--- src/rtl/uart_cmd_wrapper.sv ---
// uart_cmd_wrapper: remote command link endpoint.
// 8N1 UART receiver assembles two bytes (high first) into a 16-bit command
// for cmd_proc; 8N1 transmitter sends the response byte back on request.
// RX and TX run fully independently (full duplex).
// Optional inter-byte timeout in WAIT_LO: define UART_CMD_TIMEOUT_EN.
//
// state       | meaning
// RX_IDLE     | waiting for falling edge on synchronized RX
// RX_START    | half-bit wait, start bit qualified at mid-bit
// RX_DATA     | sampling 8 data bits LSB first
// RX_STOP     | sampling stop bit, byte good or framing error
// AS_WAIT_HI  | waiting for high command byte
// AS_WAIT_LO  | high byte held, waiting for low command byte
// TX_IDLE     | line idle high, waiting for trmt
// TX_XMIT     | shifting out start, 8 data, stop
module uart_cmd_wrapper #(
  parameter int BAUD_DIV = 5208,
  parameter int TMO_BITS = 40
) (
  input  logic        clk,
  input  logic        rst_n,
  input  logic        RX,
  output logic        TX,
  output logic [15:0] cmd,
  output logic        cmd_rdy,
  input  logic        clr_cmd_rdy,
  input  logic [7:0]  resp,
  input  logic        trmt,
  output logic        tx_done
);

  localparam int CNT_W = $clog2(BAUD_DIV + 1);
  localparam logic [CNT_W-1:0] BAUD_FULL = CNT_W'(BAUD_DIV);
  localparam logic [CNT_W-1:0] BAUD_HALF = CNT_W'(BAUD_DIV / 2);

  typedef enum logic [1:0] {RX_IDLE, RX_START, RX_DATA, RX_STOP} rx_state_e;
  typedef enum logic {AS_WAIT_HI, AS_WAIT_LO} as_state_e;
  typedef enum logic {TX_IDLE, TX_XMIT} tx_state_e;

  // ---------------- RX path ----------------
  logic             rx_meta_q, rx_sync_q, rx_prev_q;
  logic             rx_fall;
  rx_state_e        rx_state_q, rx_state_d;
  logic [CNT_W-1:0] rx_cnt_q;
  logic [2:0]       rx_bit_q;
  logic [7:0]       rx_sh_q;
  logic             rx_tc;
  logic             rx_ld_half, rx_start_ok, rx_shift, byte_good, byte_bad;

  // Two-flop synchronizer plus a history flop for falling-edge detection
  always_ff @(posedge clk or negedge rst_n) begin
    if (!rst_n) begin
      rx_meta_q <= 1'b1;
      rx_sync_q <= 1'b1;
      rx_prev_q <= 1'b1;
    end else begin
      rx_meta_q <= RX;
      rx_sync_q <= rx_meta_q;
      rx_prev_q <= rx_sync_q;
    end
  end

  assign rx_fall = rx_prev_q & ~rx_sync_q;
  assign rx_tc   = (rx_cnt_q == CNT_W'(1));

  // RX state register
  always_ff @(posedge clk or negedge rst_n) begin
    if (!rst_n) rx_state_q <= RX_IDLE;
    else        rx_state_q <= rx_state_d;
  end

  // RX next-state logic; a start bit that reads high at mid-bit is a glitch
  always_comb begin
    rx_state_d = rx_state_q;
    case (rx_state_q)
      RX_IDLE:  if (rx_fall) rx_state_d = RX_START;
      RX_START: if (rx_tc) rx_state_d = rx_sync_q ? RX_IDLE : RX_DATA;
      RX_DATA:  if (rx_tc && rx_bit_q == 3'd7) rx_state_d = RX_STOP;
      RX_STOP:  if (rx_tc) rx_state_d = RX_IDLE;
      default:  rx_state_d = RX_IDLE;
    endcase
  end

  // RX control strobes
  always_comb begin
    rx_ld_half  = (rx_state_q == RX_IDLE) && rx_fall;
    rx_start_ok = (rx_state_q == RX_START) && rx_tc && !rx_sync_q;
    rx_shift    = (rx_state_q == RX_DATA) && rx_tc;
    byte_good   = (rx_state_q == RX_STOP) && rx_tc && rx_sync_q;
    byte_bad    = (rx_state_q == RX_STOP) && rx_tc && !rx_sync_q;
  end

  // Baud down-counter, bit counter and LSB-first data shifter
  always_ff @(posedge clk or negedge rst_n) begin
    if (!rst_n) begin
      rx_cnt_q <= '0;
      rx_bit_q <= '0;
      rx_sh_q  <= '0;
    end else begin
      if (rx_ld_half)                 rx_cnt_q <= BAUD_HALF;
      else if (rx_start_ok || rx_shift) rx_cnt_q <= BAUD_FULL;
      else if (rx_cnt_q != '0)        rx_cnt_q <= rx_cnt_q - CNT_W'(1);
      if (rx_start_ok)   rx_bit_q <= '0;
      else if (rx_shift) rx_bit_q <= rx_bit_q + 3'd1;
      if (rx_shift) rx_sh_q <= {rx_sync_q, rx_sh_q[7:1]};
    end
  end

  // ---------------- command assembly ----------------
  as_state_e   as_state_q, as_state_d;
  logic [7:0]  hi_q;
  logic [15:0] cmd_q;
  logic        cmd_rdy_q;
  logic        ld_hi, ld_cmd, start_clr;
  logic        tmo_expire;

`ifdef UART_CMD_TIMEOUT_EN
  localparam int TMO_CLKS = TMO_BITS * BAUD_DIV;
  localparam int TMO_W    = $clog2(TMO_CLKS + 1);
  logic [TMO_W-1:0] tmo_cnt_q;
  logic             tmo_arm_q;

  // Inter-byte timer: armed by a completed high byte, disarmed by the next start bit
  always_ff @(posedge clk or negedge rst_n) begin
    if (!rst_n) begin
      tmo_cnt_q <= '0;
      tmo_arm_q <= 1'b0;
    end else if (ld_hi) begin
      tmo_cnt_q <= TMO_W'(TMO_CLKS);
      tmo_arm_q <= 1'b1;
    end else if (as_state_q != AS_WAIT_LO || rx_ld_half) begin
      tmo_arm_q <= 1'b0;
    end else if (tmo_cnt_q != '0) begin
      tmo_cnt_q <= tmo_cnt_q - TMO_W'(1);
    end
  end

  assign tmo_expire = tmo_arm_q && (tmo_cnt_q == '0);
`else
  // No timer: WAIT_LO waits indefinitely (TMO_BITS has no effect)
  assign tmo_expire = (TMO_BITS < 0);
`endif

  // Assembly state register
  always_ff @(posedge clk or negedge rst_n) begin
    if (!rst_n) as_state_q <= AS_WAIT_HI;
    else        as_state_q <= as_state_d;
  end

  // Assembly next-state: a bad byte or timeout in WAIT_LO drops the high byte
  always_comb begin
    as_state_d = as_state_q;
    case (as_state_q)
      AS_WAIT_HI: if (byte_good) as_state_d = AS_WAIT_LO;
      AS_WAIT_LO: if (byte_good || byte_bad || tmo_expire) as_state_d = AS_WAIT_HI;
      default:    as_state_d = AS_WAIT_HI;
    endcase
  end

  // Assembly strobes; a new start bit in WAIT_HI retires the previous command flag
  always_comb begin
    ld_hi     = (as_state_q == AS_WAIT_HI) && byte_good;
    ld_cmd    = (as_state_q == AS_WAIT_LO) && byte_good;
    start_clr = (as_state_q == AS_WAIT_HI) && rx_ld_half;
  end

  // High byte, command and ready flag; setting the flag beats clearing it
  always_ff @(posedge clk or negedge rst_n) begin
    if (!rst_n) begin
      hi_q      <= '0;
      cmd_q     <= '0;
      cmd_rdy_q <= 1'b0;
    end else begin
      if (ld_hi)  hi_q  <= rx_sh_q;
      if (ld_cmd) cmd_q <= {hi_q, rx_sh_q};
      if (ld_cmd)                        cmd_rdy_q <= 1'b1;
      else if (clr_cmd_rdy || start_clr) cmd_rdy_q <= 1'b0;
    end
  end

  assign cmd     = cmd_q;
  assign cmd_rdy = cmd_rdy_q;

  // ---------------- TX path ----------------
  tx_state_e        tx_state_q, tx_state_d;
  logic [CNT_W-1:0] tx_cnt_q;
  logic [3:0]       tx_bit_q;
  logic [9:0]       tx_sh_q;
  logic             tx_done_q;
  logic             tx_tc, tx_load, tx_shift, tx_finish;

  assign tx_tc = (tx_cnt_q == CNT_W'(1));

  // TX state register
  always_ff @(posedge clk or negedge rst_n) begin
    if (!rst_n) tx_state_q <= TX_IDLE;
    else        tx_state_q <= tx_state_d;
  end

  // TX next-state; trmt is only honoured from IDLE
  always_comb begin
    tx_state_d = tx_state_q;
    case (tx_state_q)
      TX_IDLE: if (trmt) tx_state_d = TX_XMIT;
      TX_XMIT: if (tx_tc && tx_bit_q == 4'd9) tx_state_d = TX_IDLE;
      default: tx_state_d = TX_IDLE;
    endcase
  end

  // TX control strobes
  always_comb begin
    tx_load   = (tx_state_q == TX_IDLE) && trmt;
    tx_shift  = (tx_state_q == TX_XMIT) && tx_tc;
    tx_finish = (tx_state_q == TX_XMIT) && tx_tc && (tx_bit_q == 4'd9);
  end

  // Frame shifter fills with ones so the line rests high after the stop bit
  always_ff @(posedge clk or negedge rst_n) begin
    if (!rst_n) begin
      tx_sh_q   <= '1;
      tx_cnt_q  <= '0;
      tx_bit_q  <= '0;
      tx_done_q <= 1'b0;
    end else begin
      if (tx_load) begin
        tx_sh_q  <= {1'b1, resp, 1'b0};
        tx_cnt_q <= BAUD_FULL;
        tx_bit_q <= '0;
      end else if (tx_shift) begin
        tx_sh_q  <= {1'b1, tx_sh_q[9:1]};
        tx_cnt_q <= BAUD_FULL;
        tx_bit_q <= tx_bit_q + 4'd1;
      end else if (tx_cnt_q != '0) begin
        tx_cnt_q <= tx_cnt_q - CNT_W'(1);
      end
      if (tx_load)        tx_done_q <= 1'b0;
      else if (tx_finish) tx_done_q <= 1'b1;
    end
  end

  assign TX      = tx_sh_q[0];
  assign tx_done = tx_done_q;

endmodule
--- config.mk ---
export PLATFORM = sky130hd
export DESIGN_NAME = uart_cmd_wrapper
export DESIGN_NICKNAME = d
export VERILOG_FILES = /design/src/rtl/uart_cmd_wrapper.sv
export SDC_FILE = /design/constraint.sdc
export NUM_CORES = 1
export LEC_CHECK = 0
export CAP_MARGIN = 5
export CELL_PAD_IN_SITES_DETAIL_PLACEMENT = 0
export CELL_PAD_IN_SITES_GLOBAL_PLACEMENT = 1
export CORE_MARGIN = 4
export CORE_UTILIZATION = 30
export DETAILED_ROUTE_END_ITERATION = 8
export PLACE_DENSITY = 0.66
export RECOVER_POWER = 100
export SLEW_MARGIN = 20
export SYNTH_ARGS = -nofsm -noshare
export SYNTH_HDL_FRONTEND = slang
export SYNTH_SLANG_ARGS = --single-unit
--- constraint.sdc ---
create_clock -name clk -period 3 [get_ports clk]
set_clock_uncertainty 0.05 [all_clocks]
set_input_delay 0.75 -clock clk [delete_from_list [all_inputs] [get_ports clk]]
set_output_delay 0.75 -clock clk [all_outputs]
set_load 0.05 [all_outputs]
==> Word-level counts from Yosys, hierarchy flattened <==
Index checks and enable logic that the tools add are counted.
{ "word_totals": {"register_bits": 84, "elab_cells": 92} }
{ "classes": {"n_addsub": 4, "n_eq_ne": 11, "mux": 28, "bitwise_logic": 4, "n_reduce_logical": 29} }
{ "ops": {"columns": ["op", "n"], "rows": [
  ["$mux W13", 6],
  ["$eq A13 B1 Y1 const B", 2],
  ["$reduce_bool A13 Y1", 2],
  ["$sub A13 B1 Y13 const B", 2],
  ["$mux W10", 2],
  ["$logic_and A1 B1 Y1", 15],
  ["$mux W2", 5],
  ["$mux W1", 8],
  ["$mux W4", 2],
  ["$ne A2 B2 Y1 const B", 4],
  ["$pmux W2 S4", 1],
  ["$reduce_bool A2 Y1", 4],
  ["$mux W3", 2],
  ["$reduce_bool A3 Y1", 2],
  ["$add A4 B1 Y4 const B", 1],
  ["$eq A2 B2 Y1 const B", 2],
  ["$eq A4 B4 Y1 const B", 1],
  ["$pmux W1 S2", 2],
  ["$reduce_and A4 Y1", 1],
  ["$add A3 B1 Y3 const B", 1],
  ["$eq A3 B3 Y1 const B", 1],
  ["$logic_or A1 B1 Y1", 3],
  ["$not A1 Y1", 3],
  ["$eq A2 B1 Y1 const B", 1],
  ["3 further kinds", 3]
]} }

==> Depth between registers and ports, before layout <==
{ "logic_depth": {"ltp_word": 7, "ltp_mapped": 8} }

==> Worst setup path before layout <==
OpenSTA, ideal clock, no wires.
{ "synth_path": {"path_kind": "reg-to-reg", "from": "register rx_cnt_q[1]", "to": "register cmd_q[10], in the netlist cmd[10]", "arrival_time_ns": 2.006, "required_ns": 2.825, "path_slack_ns": 0.819, "stages_incl_launch_ff": 9, "path_cell_list": "dfrtp_1 -> inv_1 -> ha_1 -> nor4b_2 -> nand4_2 -> or3_1 -> buf_6 -> buf_6 -> mux2_4"} }
{ "synth_via": {"elab_chain_cells": 4} }
{ "synth_lines": {"columns": ["item", "line", "source"], "rows": [
  ["start, declared", "44", "logic [CNT_W-1:0] rx_cnt_q;"],
  ["start signal, assigned", "102", "else if (rx_cnt_q != '0) rx_cnt_q <= rx_cnt_q - CNT_W'(1);"],
  ["$eq A13 B1 Y1", "64", "assign rx_tc = (rx_cnt_q == CNT_W'(1));"],
  ["$logic_and A1 B1 Y1 (2 in a row)", "89", "byte_good = (rx_state_q == RX_STOP) && rx_tc && rx_sync_q;"],
  ["$logic_and A1 B1 Y1", "163", "ld_cmd = (as_state_q == AS_WAIT_LO) && byte_good;"],
  ["end signal, assigned", "175", "if (ld_cmd) cmd_q <= {hi_q, rx_sh_q};"],
  ["end, declared", "112", "logic [15:0] cmd_q;"]
]} }
Every way passes these cells.
A chain may end at the register's enable or synchronous reset.

==> Worst setup path after layout <==
Ends and elaborated chain as after synthesis.

==> out/results.ini <==
[finish]
antenna-diode-count=0
final_cell_area_sq_um=4750
mostFrequentLayoutCells=dfrtp_1, mux2_2, nor2_1
flow.area_growth_from_synthesis_pct=18.6
final_net_count=413
final_core_util_pct=37.0
most_common_cell_after_layout_fill_and_taps_aside=dfrtp_1
final_layout_size_suffix_gt1_share_pct=15.7
number_of_standard_cells_in_the_layout_taps_in_and_fillers_out=568

[cts]
root_buffer=clkbuf_16
cts.hold.buffers_added=0
tritoncts=done
ctsHtreeMaxLevel=3
clock_sink_count=83
clk_transition_reported_paths_ns=0.06
insertion_delay_ns=0.34
cts-resized-gates=0
cts_post_setup_buffers_inserted=0
clock_buffers_created_by_tritoncts=9
clockBufferDepth=2

[power_and_ir_drop]
seqPwrFrac_pct=47.0
p_leak_nw=2.17
power.density_nw_per_um2=688
max-vdd-ir-drop_mv=0.407
internal-power_mw=2.20
total_power_mw=3.27
power_frac_comb_pct=19.8
net-switching-power_mw=1.07
p_sw_share_pct=32.7
power.clock.fraction_pct=33.1

[critical_path]
crit_slowest_cell=or3_1
timing.critical_path.arrival_ns=2.71
critical_path_peak_fanout=16
critPathRequiredTime_ns=3.17
startpoint_of_the_most_critical_register_to_register_path=rx_cnt_q[1]$_DFFE_PN0P_
critical_path_type=reg -> reg
critical_path.cell_chain=inv_1, ha_1, nor4b_2, nand4_1, or3_1, mux2_1
worstSetupEndpointType=flop
setup.worst_path.start_class=flop
critical_path.startpoint=rx_cnt_q[1]$_DFFE_PN0P_
crit_path_max_incr_delay_ns=0.73

[global_route]
grt_max_degree=48
antenna_found_initial=0
globalRouteTotalUtil_pct=11.5
gr-total-overflow=0
grt_first_pass_wirelength_um=14100
first_global_vias=2836

[timing]
fin_ws_ns=0.462
final.min_clock_period_ns=2.54
drv_slew=0
tns_ns=0
rsz0062_at_grt=false
max_clock_freq_mhz=394
worst_slew_pin_slew_ns=1.21
timing.final.setup_violations=0
whs_ns=0.312
post-route-period-util_pct=84.6
timing.slew.headroom_pct=19.3
report.final.hold_viol_count=0

[yosys]
post_synth_num_cell_types=56
postSynthRegisterBits=83
yosys_warnings=0
synth_edf_count=0
synth_area_per_cell_sq_um=11.3
syn_nets=377
synthArstFlopShare_pct=100
primary_ff_master_synth=dfrtp_1
synth.yosys.seq_area_share_pct=52.3
netlist_instances=355
mappedNetlistArea_sq_um=4000

[min_path]
hold_path_startpoint=rx_meta_q$_DFF_PN1_
min_delay_worst_type=reg -> reg

[floorplan]
fp.dieH_um=124
initial_core_utilization_pct=31.2
die_w_um=124
coreArea_sq_um=12800
cell_row_count=41
floorplan.io_pins=32
die_area_sq_um=15300

[routing]
via_per_inst=5.05
route.antenna.remaining_nets=0
wire_per_inst_um=14.6
post-route-drc-count=0
vias=2871
drt_first_iter_violations=130
dr.pass1.iters=4
routed_wl_um=8280

[status]
outcome=finished clean

[job]
maximum_capacitance_violations=0

[placement]
detailedPlacementHpwl_um=5620
gp_routability_congestion=0.803
pre_cts_slack_ns=0.440
detailed_place.area_sq_um=4530
io_buffers=31
place.detailed.instances=552

## kinds of logic (layout without fill, tap and decap cells)
group / count (synthesis) / count (layout) / synth area share, %
XOR/XNOR: 5 / 5 / 1.09
AO/OA/AOI/OAI: 80 / 80 / 12.8
flip-flops: 83 / 83 / 52.3
multiplexers: 38 / 38 / 11.5
AND/OR/NAND/NOR: 113 / 113 / 16.6
adder cells (fa/ha/maj): 9 / 9 / 2.81
buffers and inverters: 27 / 68 / 2.94
## cell usage after synthesis, types with 3 or more instances
master    number  area, sq um
a21oi_1       20          100
a31oi_1       11         68.8
and3_1        14         87.6
clkbuf_1      13         48.8
dfrtp_1       71         1780
dfstp_2       12          315
ha_1           9          113
inv_1         10         37.5
mux2_2        23          259
mux2_4        10          150
mux2i_1        5         50.1
nand2_1       18         67.6
nand2b_1       3         18.8
nand3_1       10         50.1
nand4_1        7         43.8
nor2_1        21         78.8
nor2b_1        4         25.0
nor3_1         8         40.0
nor4_1         4         25.0
o211ai_1       4         30.0
o21ai_0       19         95.1
o31ai_1        5         37.5
or3_1          4         25.0
xor2_1         3         26.3
## path summary, 6_finish.rpt
| kind | endpoint | slack [ns] | cells after the start |
|---|---|---|---|
| max | cmd[10]$_DFFE_PN0P_ | 0.46 | 6 |
| max reg2reg | cmd[10]$_DFFE_PN0P_ | 0.46 | 6 |
| max in group asynchronous | tx_cnt_q[1]$_DFFE_PN0P_ | 0.87 | 2 |
| min in group asynchronous | tx_bit_q[3]$_DFFE_PN0P_ | 0.60 | 1 |
| min reg2reg | rx_sync_q$_DFF_PN1_ | 0.31 | 0 |
| min | rx_sync_q$_DFF_PN1_ | 0.31 | 0 |
## per-layer routing
layer | global-route usage (%) | share of wire [%] | up-vias
li1 | - | - | 1397
met1 | 15.4 | 47 | 1419
met2 | 18.5 | 48 | 46
met3 | 3.02 | 3.6 | 9
met4 | 3.46 | 1.2 | 0
met5 | 0 | 0 | -
## sequential cells by signal, indices dropped and copies added, names as in the netlist, 3 cells and up, named ones only
name      count
cmd          16
rx_cnt_q     13
tx_cnt_q     13
tx_sh_q       9
hi_q          8
rx_sh_q       8
tx_bit_q      4
rx_bit_q      3
## critical path, delay by kind of cell (launching register included)
kind,cells,cell delay [ns]
fa+ha+maj,1,0.15
buf+inv,1,0.11
flops,1,0.40
mux,1,0.44
simple gates,3,1.27
## area by class of cell
class | count | area [sq um]
tap | 172 | 215
clock buffer | 10 | 239
timing repair buffer | 42 | 365
inverter | 10 | 37.5
fill | 1268 | 8080
multi-input combinational | 245 | 1740
sequential | 83 | 2090
clock inverter | 6 | 55.1
## power by group through the flow
stage	Combinational (mW)	Clock (mW)	Sequential (mW)
final	0.648	1.08	1.54
after global routing	0.742	1.16	1.57
after global placement	0.648	0	1.55
after floorplan	0.486	0	1.51
after CTS	0.654	1.12	1.53
after detailed placement	0.649	0	1.55
(Power assumes the default switching activity.)
